File: config.mk
export PLATFORM = sky130hd
export DESIGN_NAME = button_conditioner
export DESIGN_NICKNAME = d
export VERILOG_FILES = /design/src/rtl/btn_pkg.sv /design/src/rtl/debounce_channel.sv /design/src/rtl/button_conditioner.sv
export SDC_FILE = /design/constraint.sdc
export NUM_CORES = 1
export LEC_CHECK = 0
export ABC_AREA = 1
export BUFFER_PORTS_ARGS = -buffer_cell sky130_fd_sc_hd__buf_4
export CAP_MARGIN = 15
export CORE_MARGIN = 2
export CORE_UTILIZATION = 42
export CTS_BUF_LIST = sky130_fd_sc_hd__clkbuf_4 sky130_fd_sc_hd__clkbuf_8 sky130_fd_sc_hd__clkbuf_16
export CTS_CLUSTER_DIAMETER = 80
export DETAILED_ROUTE_END_ITERATION = 10
export PLACE_DENSITY = 0.55
export SLEW_MARGIN = 20
export SYNTH_ARGS = -nofsm -noshare
export SYNTH_HDL_FRONTEND = slang
export SYNTH_SLANG_ARGS = --single-unit
File: constraint.sdc
create_clock -name clk -period 1.9 [get_ports clk]
set_input_delay 0.38 -clock clk [delete_from_list [all_inputs] [get_ports clk]]
set_output_delay 0.38 -clock clk [all_outputs]
set_load 0.01 [all_outputs]
File: src/rtl/btn_pkg.sv
// Shared constants for the push-button front end: timing defaults and the
// electrical sense of the active-low button pins.
package btn_pkg;

    localparam int CLK_HZ = 27000000;

    // 10 ms of stable samples at the board clock.
    localparam int DEFAULT_DEBOUNCE_CYCLES = CLK_HZ / 100;

    localparam logic BTN_PRESSED  = 1'b0;
    localparam logic BTN_RELEASED = 1'b1;

endpackage

File: src/rtl/debounce_channel.sv
// One button channel: two-flop synchroniser, stable-count debouncer, and
// registered press/release pulses plus an active-low run/pause toggle.
module debounce_channel
    import btn_pkg::*;
#(
    parameter int DEBOUNCE_CYCLES = DEFAULT_DEBOUNCE_CYCLES
)
(
    input  logic clk,
    input  logic reset,
    input  logic btn_n,
    output logic db_n,
    output logic press,
    output logic release_pulse,
    output logic toggle_n
);

    localparam int CNT_W = $clog2(DEBOUNCE_CYCLES);
    localparam logic [CNT_W-1:0] CNT_MAX = CNT_W'(DEBOUNCE_CYCLES - 1);

    logic             s1;
    logic             s2;
    logic [CNT_W-1:0] cnt;
    logic             differs;
    logic             accept;

    always_comb begin
        differs = (s2 != db_n);
        accept  = differs && (cnt == CNT_MAX);
    end

    always_ff @(posedge clk or negedge reset) begin
        if (!reset) begin
            s1 <= BTN_RELEASED;
            s2 <= BTN_RELEASED;
        end else begin
            s1 <= btn_n;
            s2 <= s1;
        end
    end

    // Any sample matching the accepted level restarts the stable count.
    always_ff @(posedge clk or negedge reset) begin
        if (!reset) begin
            cnt <= '0;
        end else if (!differs || accept) begin
            cnt <= '0;
        end else begin
            cnt <= cnt + CNT_W'(1);
        end
    end

    // Pulses come from the accept condition so they align with the db_n edge.
    always_ff @(posedge clk or negedge reset) begin
        if (!reset) begin
            db_n          <= BTN_RELEASED;
            press         <= 1'b0;
            release_pulse <= 1'b0;
            toggle_n      <= 1'b1;
        end else begin
            press         <= accept && (s2 == BTN_PRESSED);
            release_pulse <= accept && (s2 == BTN_RELEASED);
            if (accept) begin
                db_n <= s2;
                if (s2 == BTN_PRESSED) begin
                    toggle_n <= ~toggle_n;
                end
            end
        end
    end

endmodule

File: src/rtl/button_conditioner.sv
// Conditions the board's active-low push buttons for the LED counter; the
// release pulse port is named release_pulse because release is a reserved word.
module button_conditioner
    import btn_pkg::*;
#(
    parameter int N_BTN           = 2,
    parameter int DEBOUNCE_CYCLES = DEFAULT_DEBOUNCE_CYCLES
)
(
    input  logic             clk,
    input  logic             reset,
    input  logic [N_BTN-1:0] btn_n,
    output logic [N_BTN-1:0] db_n,
    output logic [N_BTN-1:0] press,
    output logic [N_BTN-1:0] release_pulse,
    output logic [N_BTN-1:0] toggle_n
);

    for (genvar i = 0; i < N_BTN; i++) begin : g_chan
        debounce_channel #(
            .DEBOUNCE_CYCLES(DEBOUNCE_CYCLES)
        ) u_chan (
            .clk          (clk),
            .reset        (reset),
            .btn_n        (btn_n[i]),
            .db_n         (db_n[i]),
            .press        (press[i]),
            .release_pulse(release_pulse[i]),
            .toggle_n     (toggle_n[i])
        );
    end

endmodule
==> flow_summary_export.csv, run 1 <==
group,metric,value,unit
floorplan,initial_utilization,0.434,
global_route,grt_pass1_vias,2030,
route,drtIter0Drc,110,
layout,seq_area,0.00126,mm²
placed_design,portBuffers,11,
timing,finalCriticalPeriod,1.55,ns
route,ant_nets,0,
timing,layout_setup_ws,0.345,ns
cts,cts_hold_buf,0,
global_route,grt_max_degree,51,
global_route,antenna_found_initial,0,
power_and_ir_drop,peakVddDrop,0.340,mV
cts,post-cts-setup-buffers,0,
worst_setup_path,cp.required,2.09,ns
timing,setup-violations-final,0,
cts,path_clk_slew,0.09,ns
timing,period_share,0.818,
placed_design,gp_congestion,0.841,
timing,slew_headroom,0.591,
cts,cts_buffers,5,
layout,diodes,0,
synth,synthDistinctLibCells,26,
timing,hold_viol,0,
global_route,grt_pass1_wl,9.29,mm
floorplan,coreArea,0.00635,mm²
power_and_ir_drop,p_per_area,685,mW/mm²
route,drt-total-wl,5.16,mm
synth,ys_seq_elements,50,
worst_setup_path,crit_arrival,1.74,ns
layout,area_delta_synth_final,8.48,%
layout,fill_cells,653,
timing,setup_tns,0,ns
worst_setup_path,startpoint,"g_chan[1].u_chan.cnt[0]",
worst_setup_path,crit_slowest_cell,"dfrtp_1",
worst_setup_path,start_kind,"flop",
cts,cts_resized,0,
worst_setup_path,path_buf_inv,0,
timing,finalMaxSlewViolations,0,
cts,clk_path_buf_depth,2,
timing,fin_skew,0.0112,ns
synth,yosysWarnings,0,
synth,synth_seq_area_share,0.457,
floorplan,die_h,85.0,µm
timing,fmax,643,MHz
global_route,grt.total_usage,0.160,
layout,multi_input_area,0.00124,mm²
worst_setup_path,timing.rr.start,"g_chan[1].u_chan.cnt[0]",
synth,syn_area_per_cell,7.60,µm²
worst_setup_path,cp_common_cell,"nand3_2",
run_status,outcome,"finished clean",
route,route.detailed.drc,0,
synth,netlist_area,0.00276,mm²
worst_setup_path,max_stage_delay,0.40,ns
placed_design,hpwl,3.88,mm
job,maxCapViolCount,0,
route,firstDrtPassIters,4,
timing,tightest_slew,0.613,ns
placed_design,place_ws,0.333,ns
worst_setup_path,path_cells,"ha_1 -> nand3_2 -> nor2_2 -> nand3_2 -> nand2_4 -> nor2_1",
layout,drive_above_1_share,0.129,
worst_setup_path,criticalPathCategory,"reg2reg",
worst_setup_path,cp-end-kind,"flop",
floorplan,row_count,29,
worst_setup_path,cpLargestDelayFamily,"simple AND/OR/NAND/NOR gates",
layout,fin_nets,377,
route,num_vias,2077,
cts,htreeDepth,2,
cts,cts_tree,"done",
cts,cts_root_buf,"clkbuf_8",
synth,synthCells,363,
power_and_ir_drop,p_leak,0.00133,µW
floorplan,die_w,85.0,µm
cts,clkSinkCount,50,
layout,final_util,0.471,
timing,rsz0062_at_grt,"false",
min_path,hold_path.class,"in2async",
cts,clock_latency,0.31,ns
route,drt-wirelength-per-cell,11.5,µm
floorplan,ios,12,
synth,syn_nets,369,
global_route,gr-total-overflow,0,
route,via_per_inst,4.63,
floorplan,dieArea,0.00723,mm²
worst_setup_path,critPathMaxFanout,18,
-- cell usage after synthesis --
master | instances | area, µm²
nand2_1 | 91 | 342
nor2_1 | 85 | 319
inv_1 | 44 | 165
dfrtp_1 | 42 | 1050
nand3_1 | 20 | 100
nand4_1 | 11 | 68.8
xor2_1 | 10 | 87.6
buf_4 | 8 | 60.1
dfstp_2 | 8 | 210
a21oi_1 | 6 | 30.0
nor2_2 | 6 | 37.5
xnor2_1 | 6 | 52.6
nand3_2 | 3 | 30.0
nor2_4 | 3 | 33.8
and2_1 | 2 | 12.5
buf_6 | 2 | 22.5
ha_1 | 2 | 25.0
inv_2 | 2 | 7.51
nand2_2 | 2 | 12.5
nand2_4 | 2 | 22.5
nor3_1 | 2 | 10.0
nor3_2 | 2 | 20.0
nand3_4 | 1 | 17.5
nand3b_1 | 1 | 7.51
o21ai_0 | 1 | 5.00
o21bai_1 | 1 | 7.51
-- power breakdown --
group          total (µW)  switching, µW  internal [µW]  leakage (µW)
registers            1100           13.6           1080      0.000665
clock network         890            362            527     0.0000683
logic                63.1           45.4           17.7      0.000599
total                2050            421           1630       0.00133
-- cells by family after synthesis --
kind of cell,synth area share
buffers and inverters,0.0926
and+or+nand+nor,0.375
adders and majority gates,0.00907
AOI/OAI and AO/OA,0.0154
DFF,0.457
xor gates and xnor gates,0.0508
-- cell usage in the layout, fill, tap and decap left out, types with 8 or more instances in the layout --
master	instances
dfrtp_1	42
nand4_1	11
buf_4	11
nand3_1	20
dfstp_2	8
nand2_1	91
xor2_1	10
nor2_1	85
inv_1	44
-- area by class of cell --
class / instances / area share
flip-flops and latches: 50 / 0.422
inverters: 46 / 0.0577
multi-input cells: 257 / 0.415
well taps: 77 / 0.0322
repair buffers: 11 / 0.0276
clock inverters: 3 / 0.0230
clock buffers: 5 / 0.0230
-- through the flow --
| step | instances | instance area, µm² | total power, µW | hold slack, ns |
|---|---|---|---|---|
| floorplan | 363 | 2760 | 1150 | 0.0844 |
| global placement | 441 | 2850 | 1180 | 0.345 |
| detailed placement | 441 | 2850 | 1180 | 0.347 |
| CTS | 449 | 2990 | 2080 | 0.102 |
| global route | 449 | 2990 | 2130 | 0.136 |
| finish | 449 | 2990 | 2050 | 0.0840 |
-- worst paths after layout --
| check | slack [ns] | end | depth (start not counted) |
|---|---|---|---|
| min in group clk | 0.17 | g_chan[1].u_chan.s1 | 1 |
| worst min-delay path | 0.08 | g_chan[0].u_chan.cnt[15] | 1 |
| worst min register to register | 0.36 | g_chan[0].u_chan.s2 | 0 |
| worst max-delay path | 0.35 | g_chan[1].u_chan.cnt[18] | 6 |
| max in group asynchronous | 1.41 | g_chan[1].u_chan.cnt[18] | 1 |
| worst max register to register | 0.35 | g_chan[1].u_chan.cnt[18] | 6 |
-- layer usage --
metal	vias up	track usage	part of all wire
li1	1121	-	-
met1	932	0.218	0.50
met2	17	0.256	0.46
met3	7	0.0321	0.024
met4	0	0.0534	0.015
met5	-	0	0
-- worst register-to-register path, cell delays in order, from the launching register on --
cell and delay [ns]:
dfrtp_1 0.40, ha_1 0.24, nand3_2 0.17, nor2_2 0.19
nand3_2 0.14, nand2_4 0.22, nor2_1 0.09
-- sequential cells by signal (all words and copies together), names as in the netlist --
register,count
g_chan.u_chan.cnt,38
g_chan.u_chan.db_n,2
g_chan.u_chan.press,2
g_chan.u_chan.release_pulse,2
g_chan.u_chan.s1,2
g_chan.u_chan.s2,2
g_chan.u_chan.toggle_n,2
(Power assumes the default switching activity.)
==> run 2, diff against run 1 <==
==> constraint.sdc (replaced) <==
create_clock -name clk -period 1.6 [get_ports clk]
set_input_delay 0.32 -clock clk [delete_from_list [all_inputs] [get_ports clk]]
set_output_delay 0.32 -clock clk [all_outputs]
set_load 0.01 [all_outputs]
==> flow_summary_export.csv, run 2 (same netlist as run 1, synthesis figures left out) <==
group,metric,value,unit
run_status,outcome,"finished clean",
worst_setup_path,cpLargestDelayFamily,"simple AND/OR/NAND/NOR gates",
timing,finalMaxSlewViolations,0,
layout,mostFrequentLayoutCells,"nand2_1 (91), nor2_1 (84), inv_1 (44)",
placed_design,gp_congestion,0.839,
worst_setup_path,cp-end-kind,"flop",
layout,final_util,0.476,
route,drtIter0Drc,140,
worst_setup_path,r2r_slack,0.12,ns
layout,seq_area,0.00126,mm²
cts,htreeDepth,2,
floorplan,die_h,85.0,µm
timing,setup_tns,0,ns
timing,tightest_slew,0.610,ns
floorplan,coreArea,0.00635,mm²
timing,holdWs,0.0000966,ns
layout,largest-register,"g_chan.u_chan.cnt",
cts,path_clk_slew,0.10,ns
layout,fill_cells,624,
route,firstDrtPassIters,4,
worst_setup_path,timing.rr.start,"g_chan[1].u_chan.cnt[0]",
power_and_ir_drop,p_per_area,757,mW/mm²
worst_setup_path,start_kind,"flop",
floorplan,ios,12,
cts,clk_path_buf_depth,2,
worst_setup_path,crit_slowest_cell,"dfrtp_1",
placed_design,hpwl,3.90,mm
cts,clock_latency,0.31,ns
worst_setup_path,cp_common_cell,"nand3_2",
global_route,gr-total-overflow,0,
job,maxCapViolCount,0,
timing,finalCriticalPeriod,1.48,ns
global_route,grt_pass1_wl,9.36,mm
floorplan,row_count,29,
placed_design,portBuffers,11,
route,ant_nets,0,
layout,area_delta_synth_final,9.53,%
timing,setup-violations-final,0,
worst_setup_path,max_stage_delay,0.40,ns
floorplan,initial_utilization,0.434,
global_route,grt_pass1_vias,2110,
layout,drive_above_1_share,0.144,
worst_setup_path,critPathMaxFanout,18,
floorplan,die_w,85.0,µm
layout,largest_register_ffs,38,
placed_design,placed_area,0.00288,mm²
worst_setup_path,cp.required,1.79,ns
layout,multi_input_area,0.00126,mm²
cts,cts_root_buf,"clkbuf_8",
power_and_ir_drop,p_leak,0.00134,µW
worst_setup_path,path_buf_inv,0,
cts,cts_buffers,5,
min_path,hold_path.class,"in2async",
route,route.detailed.drc,0,
floorplan,dieArea,0.00723,mm²
global_route,grt.total_usage,0.160,
worst_setup_path,rr_worst_depth,6,
timing,slew_headroom,0.593,
layout,fin_nets,381,
global_route,antenna_found_initial,0,
timing,period_share,0.923,
timing,hold_viol,0,
power_and_ir_drop,finalPower,2290,µW
power_and_ir_drop,peakVddDrop,0.386,mV
worst_setup_path,path_cells,"ha_2 -> nand3_2 -> nor2_2 -> nand3_2 -> nand2_8 -> nor2_1",
cts,clkSinkCount,50,
cts,cts_tree,"done",
layout,fin_area,0.00302,mm²
worst_setup_path,crit_arrival,1.67,ns
timing,fmax,677,MHz
global_route,grt_max_degree,51,
layout,diodes,0,
route,via_per_inst,4.72,
route,num_vias,2139,
timing,rsz0062_at_grt,"false",
worst_setup_path,rr_endpoint,"g_chan[1].u_chan.cnt[18]",
cts,post-cts-setup-buffers,0,
route,drt-total-wl,5.21,mm
worst_setup_path,criticalPathCategory,"reg2reg",
route,drt-wirelength-per-cell,11.5,µm
layout,layout_commonest_cell,"nand2_1",
timing,fin_skew,0.0103,ns
## run 2: changes by cell type in the layout (fill, tap and decap cells not counted)
| cell | change |
|---|---|
| buf_4 | +4 |
| bufinv_16 | -1 |
| clkinv_4 | -1 |
| clkinvlp_4 | +2 |
| ha_1 | -1 |
| ha_2 | +1 |
| nand2_4 | -2 |
| nand2_8 | +2 |
| nor2_1 | -1 |
| nor2_2 | +1 |
## run 2: worst max path at each step
stage / start / to / slack, ns / cells past startpoint
after global placement: g_chan[1].u_chan.cnt[0] / g_chan[1].u_chan.toggle_n / 0.13 / 8
after floorplan: g_chan[1].u_chan.cnt[0] / g_chan[1].u_chan.cnt[14] / 0.20 / 7
after CTS: g_chan[1].u_chan.cnt[0] / g_chan[1].u_chan.cnt[18] / 0.08 / 6
after global routing: g_chan[1].u_chan.cnt[0] / g_chan[1].u_chan.cnt[18] / 0.02 / 6
final: g_chan[1].u_chan.cnt[0] / g_chan[1].u_chan.cnt[18] / 0.12 / 6
after detailed placement: g_chan[1].u_chan.cnt[0] / g_chan[1].u_chan.cnt[18] / 0.09 / 6
## run 2: metal layers
metal | vias to the layer above | GRT usage | wire length, µm
li1 | 1125 | - | -
met1 | 984 | 0.211 | 2620
met2 | 24 | 0.266 | 2350
met3 | 6 | 0.0340 | 169
met4 | 0 | 0.0491 | 66
met5 | - | 0 | 0
## run 2: per-stage QoR
| stage | cells | setup slack (ns) |
|---|---|---|
| finish | 453 | 0.124 |
| global route | 453 | 0.0231 |
| CTS | 453 | 0.0754 |
| detailed placement | 445 | 0.0861 |
| global placement | 445 | 0.129 |
| floorplan | 363 | 0.205 |
## run 2: cell type report
cell class,count,area share
inverters,46,0.0572
well taps,77,0.0319
clock buffers,5,0.0228
flip-flops and latches,50,0.418
multi-input cells,257,0.418
clock inverters,3,0.0149
repair buffers,15,0.0373
## run 2: power breakdown
part           switching [µW]  internal (µW)  total, µW
Sequential               16.4           1280       1300
Clock                     438            465        904
Combinational            55.2           25.1       80.4
Total                     510           1780       2290
## run 2: timing repair
item,CTS,global route
hold buffers,0,0
setup endpoints to repair,0,23
gates resized for setup,0,4
